File: src/rtl/perf_sampler_pkg.sv
// Shared types and helpers for the perf_counters sampler: FSM states, the sample record and the
// counter address computation.
package perf_sampler_pkg;

  localparam int unsigned AddrW    = 5;
  localparam int unsigned MaxDataW = 64;

  typedef enum logic [1:0] {
    StIdle,
    StRead,
    StEmit,
    StClear
  } state_e;

  typedef struct packed {
    logic [AddrW-1:0]    idx;
    logic [MaxDataW-1:0] data;
    logic                last;
  } sample_t;

  function automatic logic [AddrW-1:0] cnt_addr(input int unsigned first,
                                                input logic [AddrW-1:0] idx);
    return AddrW'(first) + idx;
  endfunction

endpackage

File: src/rtl/perf_counter_sampler_if.sv
// Sampler-side bundle: perf_counters CSR access port plus the valid/ready sample stream.
interface perf_counter_sampler_if #(
  parameter int unsigned DATA_W = 64
);
  import perf_sampler_pkg::*;

  logic [AddrW-1:0]  cnt_addr;
  logic              cnt_we;
  logic [DATA_W-1:0] cnt_wdata;
  logic [DATA_W-1:0] cnt_rdata;

  logic              smp_valid;
  logic              smp_ready;
  logic [AddrW-1:0]  smp_idx;
  logic [DATA_W-1:0] smp_data;
  logic              smp_last;

  modport master (
    output cnt_addr, cnt_we, cnt_wdata, smp_valid, smp_idx, smp_data, smp_last,
    input  cnt_rdata, smp_ready
  );

  modport slave (
    input  cnt_addr, cnt_we, cnt_wdata, smp_valid, smp_idx, smp_data, smp_last,
    output cnt_rdata, smp_ready
  );

endinterface

File: src/rtl/perf_sample_timer.sv
// Free-running periodic tick source; a zero period parks the timer at 0 with no ticks.
module perf_sample_timer (
  input  logic        clk_i,
  input  logic        rst_i,
  input  logic [31:0] period_i,
  output logic        tick_o
);

  logic [31:0] timer_q, timer_d;

  // A new period takes effect only when the current countdown expires.
  always_comb begin
    timer_d = timer_q;
    tick_o  = 1'b0;
    if (period_i == '0) begin
      timer_d = '0;
    end else if (timer_q == '0) begin
      tick_o  = 1'b1;
      timer_d = period_i - 32'd1;
    end else begin
      timer_d = timer_q - 32'd1;
    end
  end

  always_ff @(posedge clk_i) begin
    if (rst_i) begin
      timer_q <= '0;
    end else begin
      timer_q <= timer_d;
    end
  end

endmodule

File: src/rtl/perf_counter_sampler.sv
// Scans a contiguous range of perf counters, optionally clearing each after reading it, and
// streams (index, value) samples out; scans start on request or on a periodic tick.
module perf_counter_sampler
  import perf_sampler_pkg::*;
#(
  parameter int unsigned NUM_CNT   = 6,
  parameter int unsigned FIRST_IDX = 3,
  parameter int unsigned DATA_W    = 64,
  parameter int unsigned OVR_W     = 16
) (
  input  logic                  clk_i,
  input  logic                  rst_i,
  input  logic                  debug_mode_i,
  input  logic                  start_i,
  input  logic [31:0]           period_i,
  input  logic                  clr_on_rd_i,
  perf_counter_sampler_if.master bus,
  output logic                  busy_o,
  output logic [OVR_W-1:0]      overrun_o
);

  localparam logic [AddrW-1:0] LastIdx = AddrW'(NUM_CNT - 1);

  state_e           state_q, state_d;
  logic [AddrW-1:0] idx_q, idx_d;
  sample_t          smp_q, smp_d;
  logic             clr_q, clr_d;
  logic [OVR_W-1:0] ovr_q, ovr_d;

  logic             tick;
  logic             trigger;
  logic             is_last;
  logic [AddrW-1:0] addr;
  logic [AddrW-1:0] addr_out;
  logic             we;
  logic             valid;

  perf_sample_timer u_timer (
    .clk_i    (clk_i),
    .rst_i    (rst_i),
    .period_i (period_i),
    .tick_o   (tick)
  );

  assign trigger = start_i | tick;
  assign is_last = (idx_q == LastIdx);
  assign addr    = cnt_addr(FIRST_IDX, idx_q);
  assign busy_o  = (state_q != StIdle);

  always_comb begin
    state_d  = state_q;
    idx_d    = idx_q;
    smp_d    = smp_q;
    clr_d    = clr_q;
    addr_out = AddrW'(FIRST_IDX);
    we       = 1'b0;
    valid    = 1'b0;
    unique case (state_q)
      StIdle: begin
        if (trigger) begin
          clr_d   = clr_on_rd_i;
          idx_d   = '0;
          state_d = StRead;
        end
      end
      StRead: begin
        addr_out = addr;
        if (!debug_mode_i) begin
          smp_d.idx  = addr;
          smp_d.data = MaxDataW'(bus.cnt_rdata);
          smp_d.last = is_last;
          state_d    = StEmit;
        end
      end
      StEmit: begin
        addr_out = addr;
        valid    = 1'b1;
        if (bus.smp_ready) begin
          if (clr_q) begin
            state_d = StClear;
          end else if (is_last) begin
            state_d = StIdle;
          end else begin
            idx_d   = idx_q + 1'b1;
            state_d = StRead;
          end
        end
      end
      StClear: begin
        addr_out = addr;
        // Write exactly once, only after debug mode is left.
        if (!debug_mode_i) begin
          we = 1'b1;
          if (is_last) begin
            state_d = StIdle;
          end else begin
            idx_d   = idx_q + 1'b1;
            state_d = StRead;
          end
        end
      end
      default: state_d = StIdle;
    endcase
  end

  // Dropped triggers while busy; start and tick together count once.
  always_comb begin
    ovr_d = ovr_q;
    if (busy_o && trigger && !(&ovr_q)) begin
      ovr_d = ovr_q + 1'b1;
    end
  end

  always_ff @(posedge clk_i) begin
    if (rst_i) begin
      state_q <= StIdle;
      idx_q   <= '0;
      smp_q   <= '0;
      clr_q   <= 1'b0;
      ovr_q   <= '0;
    end else begin
      state_q <= state_d;
      idx_q   <= idx_d;
      smp_q   <= smp_d;
      clr_q   <= clr_d;
      ovr_q   <= ovr_d;
    end
  end

  assign overrun_o     = ovr_q;
  assign bus.cnt_addr  = addr_out;
  assign bus.cnt_we    = we;
  assign bus.cnt_wdata = '0;
  assign bus.smp_valid = valid;
  assign bus.smp_idx   = valid ? smp_q.idx : '0;
  assign bus.smp_data  = valid ? DATA_W'(smp_q.data) : '0;
  assign bus.smp_last  = valid & smp_q.last;

endmodule

File: src/flat_wrapper.sv
// flat-port wrapper written by rule: the top's interface ports become plain ports
module perf_counter_sampler_flat import perf_sampler_pkg::*;
#(
  parameter int unsigned NUM_CNT   = 6,
  parameter int unsigned FIRST_IDX = 3,
  parameter int unsigned DATA_W    = 64,
  parameter int unsigned OVR_W     = 16
)
  (clk_i, rst_i, debug_mode_i, start_i, period_i, clr_on_rd_i, busy_o, overrun_o, bus_cnt_addr, bus_cnt_we, bus_cnt_wdata, bus_smp_valid, bus_smp_idx, bus_smp_data, bus_smp_last, bus_cnt_rdata, bus_smp_ready);
  perf_counter_sampler_if #(.DATA_W(DATA_W)) bus_i ();
  input  logic clk_i;
  input  logic rst_i;
  input  logic debug_mode_i;
  input  logic start_i;
  input  logic [31:0] period_i;
  input  logic clr_on_rd_i;
  output logic busy_o;
  output logic [OVR_W-1:0] overrun_o;
  output wire logic [$bits(bus_i.cnt_addr)-1:0] bus_cnt_addr;
  output wire logic [$bits(bus_i.cnt_we)-1:0] bus_cnt_we;
  output wire logic [$bits(bus_i.cnt_wdata)-1:0] bus_cnt_wdata;
  output wire logic [$bits(bus_i.smp_valid)-1:0] bus_smp_valid;
  output wire logic [$bits(bus_i.smp_idx)-1:0] bus_smp_idx;
  output wire logic [$bits(bus_i.smp_data)-1:0] bus_smp_data;
  output wire logic [$bits(bus_i.smp_last)-1:0] bus_smp_last;
  input wire logic [$bits(bus_i.cnt_rdata)-1:0] bus_cnt_rdata;
  input wire logic [$bits(bus_i.smp_ready)-1:0] bus_smp_ready;
  assign bus_cnt_addr = bus_i.cnt_addr;
  assign bus_cnt_we = bus_i.cnt_we;
  assign bus_cnt_wdata = bus_i.cnt_wdata;
  assign bus_smp_valid = bus_i.smp_valid;
  assign bus_smp_idx = bus_i.smp_idx;
  assign bus_smp_data = bus_i.smp_data;
  assign bus_smp_last = bus_i.smp_last;
  assign bus_i.cnt_rdata = bus_cnt_rdata;
  assign bus_i.smp_ready = bus_smp_ready;
  perf_counter_sampler #(.NUM_CNT(NUM_CNT), .FIRST_IDX(FIRST_IDX), .DATA_W(DATA_W), .OVR_W(OVR_W)) u_core (.clk_i(clk_i), .rst_i(rst_i), .debug_mode_i(debug_mode_i), .start_i(start_i), .period_i(period_i), .clr_on_rd_i(clr_on_rd_i), .bus(bus_i), .busy_o(busy_o), .overrun_o(overrun_o));
endmodule
File: config.mk
export PLATFORM = sky130hd
export DESIGN_NAME = perf_counter_sampler_flat
export DESIGN_NICKNAME = d
export VERILOG_FILES = /design/src/rtl/perf_sampler_pkg.sv /design/src/rtl/perf_counter_sampler_if.sv /design/src/rtl/perf_sample_timer.sv /design/src/rtl/perf_counter_sampler.sv /design/src/flat_wrapper.sv
export SDC_FILE = /design/constraint.sdc
export NUM_CORES = 1
export LEC_CHECK = 0
export BUFFER_PORTS_ARGS = -buffer_cell sky130_fd_sc_hd__clkbuf_2
export CAP_MARGIN = 20
export CORE_MARGIN = 3
export CORE_UTILIZATION = 46
export DETAILED_ROUTE_END_ITERATION = 6
export GPL_TIMING_DRIVEN = 1
export PLACE_DENSITY = 0.82
export SKIP_CTS_REPAIR_TIMING = 1
export SYNTH_ARGS = -nofsm -noshare
export SYNTH_HDL_FRONTEND = slang
export SYNTH_HIERARCHICAL = 1
export SYNTH_SLANG_ARGS = --single-unit
File: constraint.sdc
create_clock -name clk_i -period 3.01 [get_ports clk_i]
set_input_delay 0 -clock clk_i [delete_from_list [all_inputs] [get_ports clk_i]]
set_output_delay 0 -clock clk_i [all_outputs]
set_load 0.05 [all_outputs]
==> impl_metrics.ini, run 1 <==
[clock_network]
cts_made_buffers = 17
clkLatencyLatePin_ns = 0.42
cts_tree = built
clkTransAtPathRegs_ns = 0.06
clock_path_buffers = 2
root_buffer = clkbuf_16
clock_sinks = 126
cts-htree-levels = 4

[setup_path]
critPathCaptureType = flip-flop
crit_chain = nor4_1 -> nand4_1 -> buf_4 -> nor3_4 -> a21oi_1 -> ha_2 -> nor3b_4 -> and4_1 -> o311a_1 -> a21oi_4 -> a211oi_2 -> mux2_2
required_ns = 3.31
cp_max_fo = 7
arrival_ns = 3.28
rrSetupSlack_ns = 0.03
max_stage_delay_ns = 0.46
crit_end = u_core/u_timer/timer_q[24]
crit_start = u_core/u_timer/timer_q[31]
start_kind = flip-flop
critPathBufInv = 1
cpMaxStageDelayCell = nor4_1
reg2reg_to = u_core/u_timer/timer_q[24]
reg2reg_depth = 12
critical_path_class = flip-flop to flip-flop
path_depth = 12
timing.rr.start = u_core/u_timer/timer_q[31]
crit_family = simple AND/OR/NAND/NOR gates

[detailed_routing]
vias = 7877
drc = 0
drt-pass1-iter-count = 5
drt-total-wl_um = 22420
via_per_inst = 5.474
wire_per_inst_um = 15.58
first_iter_violations = 700
ant_nets = 0

[synthesis]
synth_ff_type = dfxtp_1
synth-edff-count = 0
ys_warn_count = 6
avgSynthCellArea_um2 = 7.671
synthCells = 942
synth_top_area_share_pct = 34.91
synth_seq_cells = 126
yosysSeqAreaShare_pct = 34.91
syn-cell-area_um2 = 7226
synth_area_leader_cell = dfxtp_1
synthArstFlopShare_pct = 0
synthTopCellsByArea = dfxtp_1 (35%), nand2_1 (8.2%), a21oi_1 (8.0%), buf_4 (7.0%), and2_1 (6.7%)
synth.distinct_cells = 78

[sta]
drv_slew = 0
worst_clock_skew_ns = 0.009371
max_freq_mhz = 335.7
rsz0062_at_grt = false
hold_viol = 3
slew-limit-headroom_pct = 42.55
setup_violations = 0
totalNegativeSetupSlack_ns = 0
fin_crit_ns = 2.978
fin_crit_sh_pct = 98.95
worst_slew_pin_slew_ns = 0.8618
whs_ns = -0.02324

[outcome]
status = complete, but fails checks
violations = hold timing

[floorplanning]
dieArea_um2 = 17250
ios = 260
fp-row-count = 45
chipHeight_um = 131.3
initial_core_util_pct = 47.36
coreArea_um2 = 15260
die_w_um = 131.3

[finish]
multi_input_area_um2 = 4295
antenna_cells = 0
nets = 1322
area_growth_pct = 34.48
drive_above_1_share_pct = 25.65
finalInstanceArea_um2 = 9717
num-fill-cells = 1226
regArea_um2 = 2526
layout.cells.non_filler = 1439

[pwr]
p_comb_share_pct = 50.8
p_sw_mw = 3.848
clockPowerShare_pct = 22.7
p_leak_nw = 4.070
p_int_mw = 4.918
cellPowerDensity_nw_per_um2 = 902.2
vdd_drop_max_v = 0.0006150
p_sw_share_pct = 43.90
seqPwrFrac_pct = 26.5

[placement]
routabilityCongestion = 0.9336
io_buffers = 195
post_dp_cell_area_um2 = 8357
dp_hpwl_um = 14330
place_inst = 1333

[global_route]
overflow = 0
grt_max_degree = 72
grt_util_met3_pct = 4.135
grt_use_total_pct = 21.91
grt_pass1_wl_um = 32020
busiest_layer = met2
use_met2_pct = 36.52
grtUsageMet1_pct = 28.09
grt_pass1_vias = 6559
antenna_found_initial = 0

[worst_hold_path]
worstHoldStart = period_i[8]
hp-class = input port to flip-flop
holdPathStages = 3

[job]
drv_cap = 0
## cell usage after synthesis (4+ instances only)
cell,instances
ha_1,5
nand3_1,17
inv_1,10
nor3b_1,7
xor2_1,9
dfxtp_1,126
a21o_1,6
o21ai_0,26
clkbuf_1,33
or2_2,7
nor3_1,24
a21oi_1,115
buf_2,9
nand2_1,158
or4_1,9
nor2_1,59
buf_4,67
a31oi_1,8
nor2b_1,4
o41ai_1,5
a211oi_1,5
and2_1,77
or3_1,17
nor4_1,18
o31ai_1,8
nand2b_1,8
nand4_1,20
mux2i_1,6
xnor2_1,4
## layout make-up
type,count,area share (%)
Clock buffer,18,4.520
Clock inverter,14,1.378
Inverter,11,0.4249
Multi-Input combinational cell,753,44.21
Sequential cell,126,26.00
Tap cell,211,2.717
Timing Repair Buffer,306,20.76
## metrics by stage
step           worst slack [ns]  power (mW)  util [%]
3_5_place_dp          -0.005031       6.404     54.77
4_1_cts                -0.03345       8.427     58.52
3_3_place_gp             0.1775       6.340     54.77
5_1_grt                0.003119       9.248     63.68
2_1_floorplan           0.02385       5.307         -
6_report                0.03152       8.766     63.68
## cells in the final DEF, fill, tap and decap left out, types with 6 or more instances in the layout
cell,n
clkbuf_2,194
nand2_1,157
dfxtp_1,123
a21oi_1,115
and2_1,76
dlygate4sd3_1,73
conb_1,64
nor2_1,57
buf_4,36
o21ai_0,26
nor3_1,23
nand4_1,20
clkbuf_16,17
nand3_1,17
or3_1,17
nor4_1,15
inv_1,10
xor2_1,9
or4_1,9
nand2b_1,8
o31ai_1,8
a31oi_1,8
or2_2,7
nor3b_1,6
mux2i_1,6
a21o_1,6
## state kept, by name, summed over array words and instances, names as in the netlist
register	flops
u_core/smp_q	70
u_core/u_timer/timer_q	32
u_core/overrun_o	16
u_core/idx_q	5
u_core/state_q	2
u_core/clr_q	1
## cells by family after synthesis
kind of cell	Yosys count	share of synthesized area, %
AND/OR/NAND/NOR	455	33.13
AO/OA/AOI/OAI	207	17.66
flip-flops	126	34.91
buffers and inverters	126	10.51
XOR/XNOR	13	1.576
multiplexers	9	1.299
adder cells (fa/ha/maj)	5	0.8658
other	1	0.05190
## worst min-delay path by stage
stage                            endpoint  slack (ns)
5_1_grt        u_core/u_timer/timer_q[14]       0.002
2_1_floorplan            u_core/smp_q[10]        0.14
4_1_cts                  u_core/smp_q[56]       -0.21
6_report        u_core/u_timer/timer_q[8]       -0.02
3_3_place_gp             u_core/smp_q[61]        0.22
3_5_place_dp             u_core/smp_q[33]        0.23
## power groups by stage
stage / registers (mW) / logic (mW) / clock network [mW]
after CTS: 2.29 / 4.12 / 2.01
after global placement: 2.30 / 4.04 / 0
after global routing: 2.36 / 4.81 / 2.08
final: 2.32 / 4.45 / 1.99
after detailed placement: 2.33 / 4.08 / 0
after floorplan: 2.30 / 3.01 / 0
## worst reg2reg max path, delay by kind of cell (launching register included)
family / cells / cell delay (ns)
adders and majority gates: 1 / 0.21
and+or+nand+nor: 5 / 1.21
buffers and inverters: 1 / 0.18
muxes: 1 / 0.27
DFF: 1 / 0.31
AOI/OAI and AO/OA: 4 / 0.68
## routing by layer
metal  vias up  part of all wire (%)
met5         -                     0
met4         0                   3.6
met3        73                   7.3
met2       406                    50
met1      3655                    39
li1       3743                     -
Note: power is estimated with default switching activity, not from simulation.
==> run 2: changes to the inputs <==
Settings changed: CORE_UTILIZATION 46 to 47, CTS_BUF_LIST set to sky130_fd_sc_hd__clkbuf_8, PLACE_DENSITY 0.82 to 0.83.
==> impl_metrics.ini, run 2 (same netlist as run 1, synthesis figures left out) <==
[floorplanning]
fp-row-count = 44
dieArea_um2 = 16900
die_w_um = 130.0
coreArea_um2 = 14810
initial_core_util_pct = 48.79
ios = 260
chipHeight_um = 130.0

[detailed_routing]
ant_nets = 0
first_iter_violations = 650
drt-total-wl_um = 23270
via_per_inst = 5.539
vias = 7938
drt-pass1-iter-count = 7
wire_per_inst_um = 16.24
drc = 3

[global_route]
grt_use_total_pct = 23.24
grt_pass1_vias = 6491
grt_pass1_wl_um = 31820
antenna_found_initial = 0
grt_max_degree = 62
overflow = 0

[clock_network]
clkLatencyLatePin_ns = 0.44
clkTransAtPathRegs_ns = 0.09
root_buffer = clkbuf_8
clock_path_buffers = 2
cts_tree = built
cts-htree-levels = 4
clock_sinks = 126
cts_made_buffers = 17

[setup_path]
crit_family = simple AND/OR/NAND/NOR gates
cpMaxStageDelayCell = dfxtp_1
start_kind = flip-flop
critPathBufInv = 1
crit_chain = nor4_2 -> nand4_1 -> buf_4 -> nor3_4 -> a21oi_2 -> ha_2 -> nor3b_4 -> and4_1 -> o311a_1 -> a21oi_4 -> a211oi_1 -> mux2_2
max_stage_delay_ns = 0.36
arrival_ns = 3.22
critical_path_class = flip-flop to flip-flop
cp_max_fo = 7
required_ns = 3.34
critPathCaptureType = flip-flop

[finish]
largest_reg_flops = 70
multi_input_area_um2 = 4293
final_cell_mix = clkbuf_2 (194), nand2_1 (157), dfxtp_1 (120)
drive_above_1_share_pct = 26.35
finalInstanceArea_um2 = 9649
num-fill-cells = 1168
area_growth_pct = 33.54
nets = 1339
top_register = u_core/smp_q
regArea_um2 = 2530
mostFrequentLayoutCell = clkbuf_2
fin_util_pct = 65.16

[pwr]
p_leak_nw = 4.065
vdd_drop_max_v = 0.0004999
total_power_mw = 8.306
cellPowerDensity_nw_per_um2 = 860.8

[placement]
dp_hpwl_um = 15180
post_dp_cell_area_um2 = 8371
routabilityCongestion = 0.9338
io_buffers = 195
detailedPlace.worstSlack_ns = -0.03494

[sta]
fin_ws_ns = 0.1240
worst_clock_skew_ns = 0.01464
slew-limit-headroom_pct = 55.60
max_freq_mhz = 346.5
whs_ns = -0.02153
fin_crit_sh_pct = 95.88
drv_slew = 0
rsz0062_at_grt = false
worst_slew_pin_slew_ns = 0.6644
fin_crit_ns = 2.886
setup_violations = 0
hold_viol = 4

[outcome]
status = complete, but fails checks
violations = DRC, hold timing

[worst_hold_path]
hp-class = input port to flip-flop

[job]
drv_cap = 0
-- run 2: changes by cell type in the layout (fill, tap and decap cells not counted), sizes merged --
cell,change
buf,+9
clkbuf,-1
dlygate4sd3,+8
bufinv,-1
diode,+4
clkinv,-5
inv,+7
-- run 2: worst paths after layout --
check | start | endpoint | slack (ns) | cells after the start
setup / recovery | u_core/u_timer/timer_q[19] | u_core/u_timer/timer_q[24] | 0.12 | 12
hold / removal | period_i[23] | u_core/u_timer/timer_q[23] | -0.02 | 4
setup reg to reg | u_core/u_timer/timer_q[19] | u_core/u_timer/timer_q[24] | 0.12 | 12
hold reg to reg | u_core/smp_q[9] | u_core/smp_q[9] | 0.45 | 2
-- run 2: routing by layer --
metal | track usage, % | vias up | routed length [um]
li1 | - | 3766 | -
met1 | 30.44 | 3683 | 9203
met2 | 37.55 | 424 | 11670
met3 | 5.526 | 65 | 1714
met4 | 8.374 | 0 | 676
met5 | 0 | - | 0
-- run 2: area by class of cell --
type	count	area share, %
Clock inverter	15	1.491
Timing Repair Buffer	323	22.46
Tap cell	184	2.386
Multi-Input combinational cell	753	44.49
Sequential cell	126	26.22
Inverter	11	0.4279
Antenna cell	4	0.1037
Clock buffer	17	2.425
-- run 2: worst register-to-register path: cells and delay by family (launching register included) --
kind                       cells  cell delay, ns
AOI/OAI and AO/OA              4            0.65
adders and majority gates      1            0.22
buffers and inverters          1            0.17
DFF                            1            0.36
muxes                          1            0.28
and+or+nand+nor                5            1.12
-- run 2: report_power, final --
group	leakage (nW)	internal [mW]	switching [mW]	total, mW
clock network	0.190	0.617	0.818	1.44
registers	1.03	2.01	0.320	2.33
logic	2.85	1.80	2.74	4.54
-- run 2: stage by stage --
step	std cells	TNS [ns]
floorplan	1005	0
global placement	1312	0
detailed placement	1312	-0.05394
CTS	1344	-0.2750
global route	1429	0
finish	1433	0
